<file path="config.mk">
export PLATFORM = sky130hd
export DESIGN_NAME = puf_eval_sequencer
export DESIGN_NICKNAME = d
export VERILOG_FILES = /design/src/rtl/puf_eval_sequencer.sv
export SDC_FILE = /design/constraint.sdc
export NUM_CORES = 1
export LEC_CHECK = 0
export ABC_AREA = 1
export CAP_MARGIN = 20
export CORE_MARGIN = 3
export CORE_UTILIZATION = 45
export CTS_CLUSTER_DIAMETER = 30
export CTS_CLUSTER_SIZE = 12
export DETAILED_ROUTE_END_ITERATION = 10
export PLACE_DENSITY = 0.79
export SLEW_MARGIN = 25
export SYNTH_ARGS = -nofsm -noshare
export SYNTH_HDL_FRONTEND = slang
export SYNTH_SLANG_ARGS = --single-unit
</file>
<file path="constraint.sdc">
create_clock -name clk -period 3.35 [get_ports clk]
set_input_delay 0.335 -clock clk [delete_from_list [all_inputs] [get_ports clk]]
set_output_delay 0.335 -clock clk [all_outputs]
set_load 0.01 [all_outputs]
</file>
<file path="src/rtl/puf_eval_sequencer.sv">
// Repeats one PUF datapath evaluation reps times, majority-votes each response bit and flags split votes.
// Define PUF_SEQ_SETTLE_EN to insert SETTLE_CYCLES idle cycles between consecutive evaluations.
module puf_eval_sequencer #(
  parameter int CH_WIDTH       = 128,
  parameter int RSP_WIDTH      = 16,
  parameter int TIMEOUT_CYCLES = 65535,
  parameter int SETTLE_CYCLES  = 16
) (
  input  logic                 clk,
  input  logic                 reset,
  input  logic                 start,
  input  logic [7:0]           num_evals,
  input  logic [CH_WIDTH-1:0]  challenge_in,
  input  logic [15:0]          op_a_in,
  input  logic [15:0]          op_b_in,
  output logic                 busy,
  output logic                 done,
  output logic                 err_timeout,
  output logic [RSP_WIDTH-1:0] response_out,
  output logic [RSP_WIDTH-1:0] unstable_mask,
  output logic                 puf_trigger,
  output logic [CH_WIDTH-1:0]  puf_challenge,
  output logic [15:0]          puf_op_a,
  output logic [15:0]          puf_op_b,
  input  logic                 puf_done,
  input  logic [RSP_WIDTH-1:0] puf_response,
  output logic [2:0]           dbgState
);

  // Handshakes: start is taken only in IDLE with busy=0 (never queued); each evaluation is one
  // puf_trigger pulse, and the answer is the first puf_done=1 seen after puf_done was sampled low.

  typedef enum logic [2:0] {
    IDLE      = 3'd0,
    TRIG      = 3'd1,
    WAIT_LOW  = 3'd2,
    WAIT_HIGH = 3'd3,
    ACCUM     = 3'd4,
`ifdef PUF_SEQ_SETTLE_EN
    SETTLE    = 3'd5,
`endif
    VOTE      = 3'd6,
    FINISH    = 3'd7
  } state_t;

  localparam int TO_W = $clog2(TIMEOUT_CYCLES + 1);
  localparam logic [TO_W-1:0] TO_LAST = TO_W'(TIMEOUT_CYCLES - 1);

  state_t                 state;
  logic [7:0]             reps;
  logic [7:0]             evalCnt;
  logic [7:0]             voteCnt [RSP_WIDTH];
  logic [RSP_WIDTH-1:0]   capReg;
  logic [TO_W-1:0]        timeoutCnt;

`ifdef PUF_SEQ_SETTLE_EN
  localparam int ST_W = (SETTLE_CYCLES > 1) ? $clog2(SETTLE_CYCLES) : 1;
  localparam logic [ST_W-1:0] ST_LAST = ST_W'(SETTLE_CYCLES - 1);
  logic [ST_W-1:0]        settleCnt;
`else
  logic unusedSettle;
  assign unusedSettle = (SETTLE_CYCLES != 0);
`endif

  assign dbgState = state;

  always_ff @(posedge clk) begin
    if (reset) begin
      state         <= IDLE;
      busy          <= 1'b0;
      done          <= 1'b0;
      err_timeout   <= 1'b0;
      response_out  <= '0;
      unstable_mask <= '0;
      puf_trigger   <= 1'b0;
      puf_challenge <= '0;
      puf_op_a      <= '0;
      puf_op_b      <= '0;
      reps          <= '0;
      evalCnt       <= '0;
      capReg        <= '0;
      timeoutCnt    <= '0;
      for (int i = 0; i < RSP_WIDTH; i++) voteCnt[i] <= '0;
`ifdef PUF_SEQ_SETTLE_EN
      settleCnt     <= '0;
`endif
    end else begin
      puf_trigger <= 1'b0;
      done        <= 1'b0;
      case (state)
        IDLE: begin
          if (start && !busy) begin
            puf_challenge <= challenge_in;
            puf_op_a      <= op_a_in;
            puf_op_b      <= op_op_b_sel(op_b_in);
            reps          <= (num_evals == 8'd0) ? 8'd1 : num_evals;
            evalCnt       <= '0;
            for (int i = 0; i < RSP_WIDTH; i++) voteCnt[i] <= '0;
            err_timeout   <= 1'b0;
            response_out  <= '0;
            unstable_mask <= '0;
            busy          <= 1'b1;
            puf_trigger   <= 1'b1;
            state         <= TRIG;
          end
        end
        TRIG: begin
          timeoutCnt <= '0;
          state      <= WAIT_LOW;
        end
        WAIT_LOW, WAIT_HIGH: begin
          // A valid answer in WAIT_HIGH wins over a timeout expiring in the same cycle.
          if (state == WAIT_HIGH && puf_done) begin
            capReg <= puf_response;
            state  <= ACCUM;
          end else if (timeoutCnt == TO_LAST) begin
            err_timeout   <= 1'b1;
            response_out  <= '0;
            unstable_mask <= '1;
            done          <= 1'b1;
            state         <= FINISH;
          end else begin
            timeoutCnt <= timeoutCnt + 1'b1;
            if (state == WAIT_LOW && !puf_done) state <= WAIT_HIGH;
          end
        end
        ACCUM: begin
          for (int i = 0; i < RSP_WIDTH; i++) voteCnt[i] <= voteCnt[i] + {7'd0, capReg[i]};
          evalCnt <= evalCnt + 8'd1;
          if (evalCnt + 8'd1 == reps) begin
            state <= VOTE;
          end else begin
`ifdef PUF_SEQ_SETTLE_EN
            settleCnt <= '0;
            state     <= SETTLE;
`else
            puf_trigger <= 1'b1;
            state       <= TRIG;
`endif
          end
        end
`ifdef PUF_SEQ_SETTLE_EN
        SETTLE: begin
          if (settleCnt == ST_LAST) begin
            puf_trigger <= 1'b1;
            state       <= TRIG;
          end else begin
            settleCnt <= settleCnt + 1'b1;
          end
        end
`endif
        VOTE: begin
          // 9-bit compare so 2*cnt cannot wrap; an exact tie votes 0.
          for (int i = 0; i < RSP_WIDTH; i++) begin
            response_out[i]  <= ({voteCnt[i], 1'b0} > {1'b0, reps});
            unstable_mask[i] <= (voteCnt[i] != 8'd0) && (voteCnt[i] != reps);
          end
          done  <= 1'b1;
          state <= FINISH;
        end
        FINISH: begin
          busy  <= 1'b0;
          state <= IDLE;
        end
        default: state <= IDLE;
      endcase
    end
  end

  function automatic logic [15:0] op_op_b_sel(input logic [15:0] v);
    return v;
  endfunction

endmodule

</file>
# Word-level counts from Yosys, hierarchy flattened
# Memory sizes are Yosys's and may differ from the RTL's.
# Index checks and enable logic that the tools add are counted.
dict set report totals {
  ff_bits 247
  latch_bits 0
  mem_bits_rw 128
  romBits 0
  inputBits 188
  out_inout_bits 199
  mem_count 1
}
# name depth word_bits rd rd_clocked_by_memory_dff wr line_no
set memory_table {}
lappend memory_table {voteCnt 16 8 16 0 16 52} ;# logic [7:0] voteCnt [RSP_WIDTH];
dict set report op_classes {
  add_sub_neg 18
  n_mul 0
  n_div 0
  order_cmp 16
  n_eq_ne 29
  shifts 0
  mux 71
  bitwise 32
  reduce_logical 53
}
# operator count
set ops {}
lappend ops {{two-way mux 8 bit} 34}
lappend ops {{greater-than comparator 9 x 8 -> 1 bit} 16}
lappend ops {{adder 8 x 1 -> 8 bit} 16}
lappend ops {{!= test 8 bit} 16}
lappend ops {{nonzero test 8 bit} 16}
lappend ops {{two-way mux 16 bit} 7}
lappend ops {{case mux 16 bit (3 select lines)} 2}
lappend ops {{bitwise OR 1 bit} 32}
lappend ops {{case mux 16 bit (2 select lines)} 1}
lappend ops {{logical AND 1 bit} 19}
lappend ops {{adder 16 x 1 -> 16 bit, second input constant} 1}
lappend ops {{equality test 16 bit, second input constant} 1}
lappend ops {{two-way mux 1 bit} 16}
lappend ops {{case mux 8 bit (2 select lines)} 1}
lappend ops {{two-way mux 3 bit} 5}
lappend ops {{case mux 3 bit (5 select lines)} 1}
lappend ops {{AND reduction 2 bit} 5}
lappend ops {{equality test 3 bit, second input constant} 3}
lappend ops {{adder 8 x 1 -> 8 bit, second input constant} 1}
lappend ops {{equality test 8 bit} 1}
lappend ops {{zero test 8 bit} 1}
lappend ops {{!= test 2 bit, second input constant} 4}
lappend ops {{case mux 1 bit (2 select lines)} 4}
lappend ops {{AND reduction 4 bit} 2}
lappend ops {{other kinds (9)} 14}

# Depth between registers and ports, before layout
dict set report depth {
  word_depth 8
  depth_mapped 14
}

# Least setup slack after synthesis
# Ideal clock, no wire load.
dict set report synth_timing {
  path_type {register -> register}
  from {reg state[0], in the netlist dbgState[0]}
  to {mem voteCnt[1][2], in the netlist voteCnt[0][10] (enable)}
  setup_ns 0.415
  arrival_ns 2.697
  required_time_ns 2.935
  slack_ns 0.237
  path_stages_with_launch 11
  n_path_buf 3
  path_cell_list {dfxtp_1 > buf_6 > nor2_2 > inv_2 > nor2_1 > inv_2 > nor2_4 > inv_2 > buf_2 > buf_1 > nand2_1}
}
# item line_no
set synth_rtl {}
lappend synth_rtl {{from (decl)} 49} ;# state_t state;
lappend synth_rtl {{from (signal assigned)} 69} ;# state <= IDLE;
lappend synth_rtl {{from (signal assigned)} 104} ;# state <= TRIG;
lappend synth_rtl {{from (signal assigned)} 109} ;# state <= WAIT_LOW;
lappend synth_rtl {{to (decl)} 52}

# Worst setup path after layout
dict set report layout_timing {
  from {reg state[0], in the netlist dbgState[0]}
  to {reg response_out[15]}
}
dict set report layout_via {
  elab_chain_cells 4
}
# item line_no
set layout_lines {}
lappend layout_lines {{equality test 3 x 2 -> 1 bit, on equally long branches} {90, 113}}
lappend layout_lines {{OR reduction 2 bit or logical AND 1 bit (tied branches)} {90, 113}}
lappend layout_lines {{!= test 2 bit (no line) or nonzero test 3 bit (tied branches)} -}
lappend layout_lines {{AND reduction 4 bit (no line)} -}
lappend layout_lines {{to (signal, indexed assignment)} 155} ;# response_out[i] <= ({voteCnt[i], 1'b0} > {1'b0, reps});
lappend layout_lines {{to (decl)} 19} ;# output logic [RSP_WIDTH-1:0] response_out,
# Parallel ways exist; a longest one is shown, timed or not.
# A chain may end at the register's enable or synchronous reset.

==> results.py <==
metrics = {
    "grt": {
        "antenna_found_initial": 5,
        "track_usage_pct": 27.7,
        "grt_pass1_vias": 18702,
        "overflow": 0,
        "grt_pass1_wl_mm": 102,
        "grt_start_max_net_pins": 167,
    },
    "timing": {
        "rsz0062_at_grt": "false",
        "totalNegativeSetupSlack_ps": 0,
        "layout_worst_path_cycle_share_pct": 75.1,
        "final-hold-violation-count": 0,
        "report.final.setup_viol": 0,
        "maxSlewViolCount": 0,
        "fin_skew_ps": 22.2,
        "worst_pin_slew_ps": 799,
        "max_freq_ghz": 0.398,
        "period_needed_ps": 2520,
        "max_slew_margin_pct": 46.7,
    },
    "final_layout": {
        "drive_gt1_share_pct": 8.28,
        "finalNetCount": 2981,
        "layout_commonest_cell": "clkdlybuf4s50_1",
        "layout_common_cells": "clkdlybuf4s50_1 (385), nand2_1 (279), dfxtp_1 (255)",
        "stdcell_count": 3299,
        "area.growth.synth_to_final_pct": 37.8,
    },
    "floorplanning": {
        "io_pins": 387,
        "num_rows": 75,
        "die_w_um": 215,
        "die_h_um": 215,
        "initial_core_util_pct": 46.1,
        "die_area_mm2": 0.0461,
        "core_area_mm2": 0.0425,
    },
    "detailed_routing": {
        "drc_errors": 0,
        "vias": 18868,
        "wl_per_cell_um": 20.3,
        "viasPerCell": 5.72,
        "wirelength_mm": 66.8,
        "drtAntennaViolNets": 0,
        "drtIter0Drc": 1672,
        "firstDrtPassIters": 6,
    },
    "yosys": {
        "ys_seq_area_share_pct": 44.4,
        "synth_cell_types": 47,
        "syn-num-nets": 2559,
        "ys_ff_latch": 375,
        "yosysWarnings": 0,
        "synth_edf_count": 120,
        "syn_area_per_cell_um2": 8.82,
        "synth_cells": 2224,
        "synthFlopType": "dfxtp_1",
        "synth_area_mm2": 0.0196,
        "synthArstFlopShare_pct": 0,
    },
    "placement": {
        "gp_congestion": 0.928,
        "port_buffers": 386,
        "dp.cells": 3135,
        "dp_hpwl_mm": 45.6,
    },
    "power": {
        "irDropWorstVdd_v": 0.000547,
        "p_leak_nw": 11.0,
        "p_per_area_mw_per_mm2": 964,
    },
    "min_path": {
        "holdPathEnd": "timeoutCnt[12]",
        "min_from": "reset",
        "min_path_type": "in2reg",
        "min_path_cells": 2,
    },
    "clocking": {
        "clk_latency_ps": 600,
        "cts_buffers": 86,
        "cts_tree": "built",
        "clock_path_buffers": 3,
        "cts.sinks": 375,
        "cts_resized": 0,
        "postCtsHoldBufs": 0,
        "htree_levels": 3,
        "post-cts-setup-buffer-count": 0,
        "clk_pin_slew_ps": 50,
        "cts-root-buf": "clkbuf_16",
    },
    "setup_path": {
        "crit_type": "reg2reg",
        "arrival_ps": 3040,
        "worstRegToRegCells": 12,
        "critPathRequiredTime_ps": 3870,
        "rrSetupSlack_ps": 830,
        "critPathLaunchType": "flip-flop",
        "end_kind": "flip-flop",
        "r2r_end": "response_out[15]",
        "cp_max_fo": 17,
        "rr_startpoint": "dbgState[0]",
    },
    "outcome": {
        "status": "complete, no violations",
    },
    "run": {
        "max_cap_violations": 0,
    },
}
-- logic make-up after synthesis --
kind of cell / count (synthesis) / synth area share (%)
and+or+nand+nor: 822 / 19.1
AOI/OAI and AO/OA: 500 / 16.6
DFF: 375 / 44.4
buffers and inverters: 277 / 5.97
adders and majority gates: 147 / 9.38
xor gates and xnor gates: 103 / 4.60
-- critical path: stages, from the launching register on --
cell	delay (ps)
dfxtp_1	410
nor2_2	190
inv_2	70
nor2_2	160
o21ai_1	110
nand2_1	90
inv_2	60
nand2_2	50
buf_4	340
nand2_4	260
inv_2	410
nand2_1	90
a21oi_1	180
-- per-layer routing --
layer,global-route usage (%),vias up,wire length [um]
met1,31.5,8789,24800
met5,0,-,31
li1,-,8811,-
met3,6.84,277,5800
met4,15.7,4,3940
met2,47.4,987,32300
-- cell usage after synthesis (2+ instances only) --
cell       number  area, um2
buf_2          38        190
nor4_1         59        369
clkinv_1        6       22.5
inv_2          11       41.3
clkbuf_1       25       93.8
edfxtp_1      120       3600
nor3b_1        15        113
o211a_1         2       20.0
dfxtp_1       255       5100
nand2_1       281       1050
nor2_2          2       12.5
buf_4          12       90.1
a22o_1        161       1410
nor3_1         67        335
and2_1          2       12.5
xnor2_1        21        184
ha_1          147       1840
a21oi_1       183        916
inv_1         169        634
o21a_1          2       15.0
o21ai_1         8       40.0
o2111ai_1      12        105
nand3_1        78        390
or2_2          10       62.6
o311ai_0       12        105
o22ai_1         5       31.3
a211oi_1        2       15.0
nor2_4          2       22.5
nor2_1        238        893
nor4b_1         3       26.3
nand4_1        56        350
nand2_4         2       22.5
buf_1          11       41.3
o21ai_0        96        480
a22oi_1         2       15.0
xor2_1         82        718
buf_6           5       56.3
a31oi_1        13       81.3
-- worst max-delay path by stage --
stage / from / end / depth (start not counted)
4_1_cts: dbgState[0] / response_out[15] / 12
2_1_floorplan: dbgState[0] / voteCnt[0][10] / 10
3_5_place_dp: puf_done / reps[3] / 12
3_3_place_gp: puf_done / response_out[8] / 12
5_1_grt: dbgState[0] / reps[3] / 12
6_report: dbgState[0] / response_out[15] / 12
-- registers in the layout, indices dropped and copies added, names as in the netlist --
signal / flops
puf_challenge: 128
dbgState: 3
busy: 1
unstable_mask: 16
capReg: 16
puf_trigger: 1
response_out: 16
done: 1
err_timeout: 1
puf_op_a: 16
puf_op_b: 16
voteCnt: 128
timeoutCnt: 16
evalCnt: 8
reps: 8
-- power breakdown --
group          switching, mW  internal (mW)  leakage (nW)
Clock                   2.84           5.46          1.45
Sequential              1.39           6.25          3.40
Combinational           5.80           4.30          6.18
-- stage by stage --
step	utilization [%]	hold WS [ps]	instance area [um2]	power [mW]	setup WS, ps
CTS	63.6	212	27000	26.0	837
global placement	56.7	455	24100	17.1	808
floorplan	-	443	19600	13.4	237
global route	63.6	272	27000	27.4	627
finish	63.6	244	27000	26.0	834
detailed placement	56.7	455	24100	17.5	762
-- cell type report --
class,instances,area (um2)
inverters,186,698
diodes,3,7.51
multi-input cells,1572,9740
well taps,577,722
fillers,3280,15500
flip-flops and latches,375,8710
clock inverters,52,529
clock buffers,109,2400
repair buffers,425,4210
No activity file was read; power rests on OpenSTA's default activity.
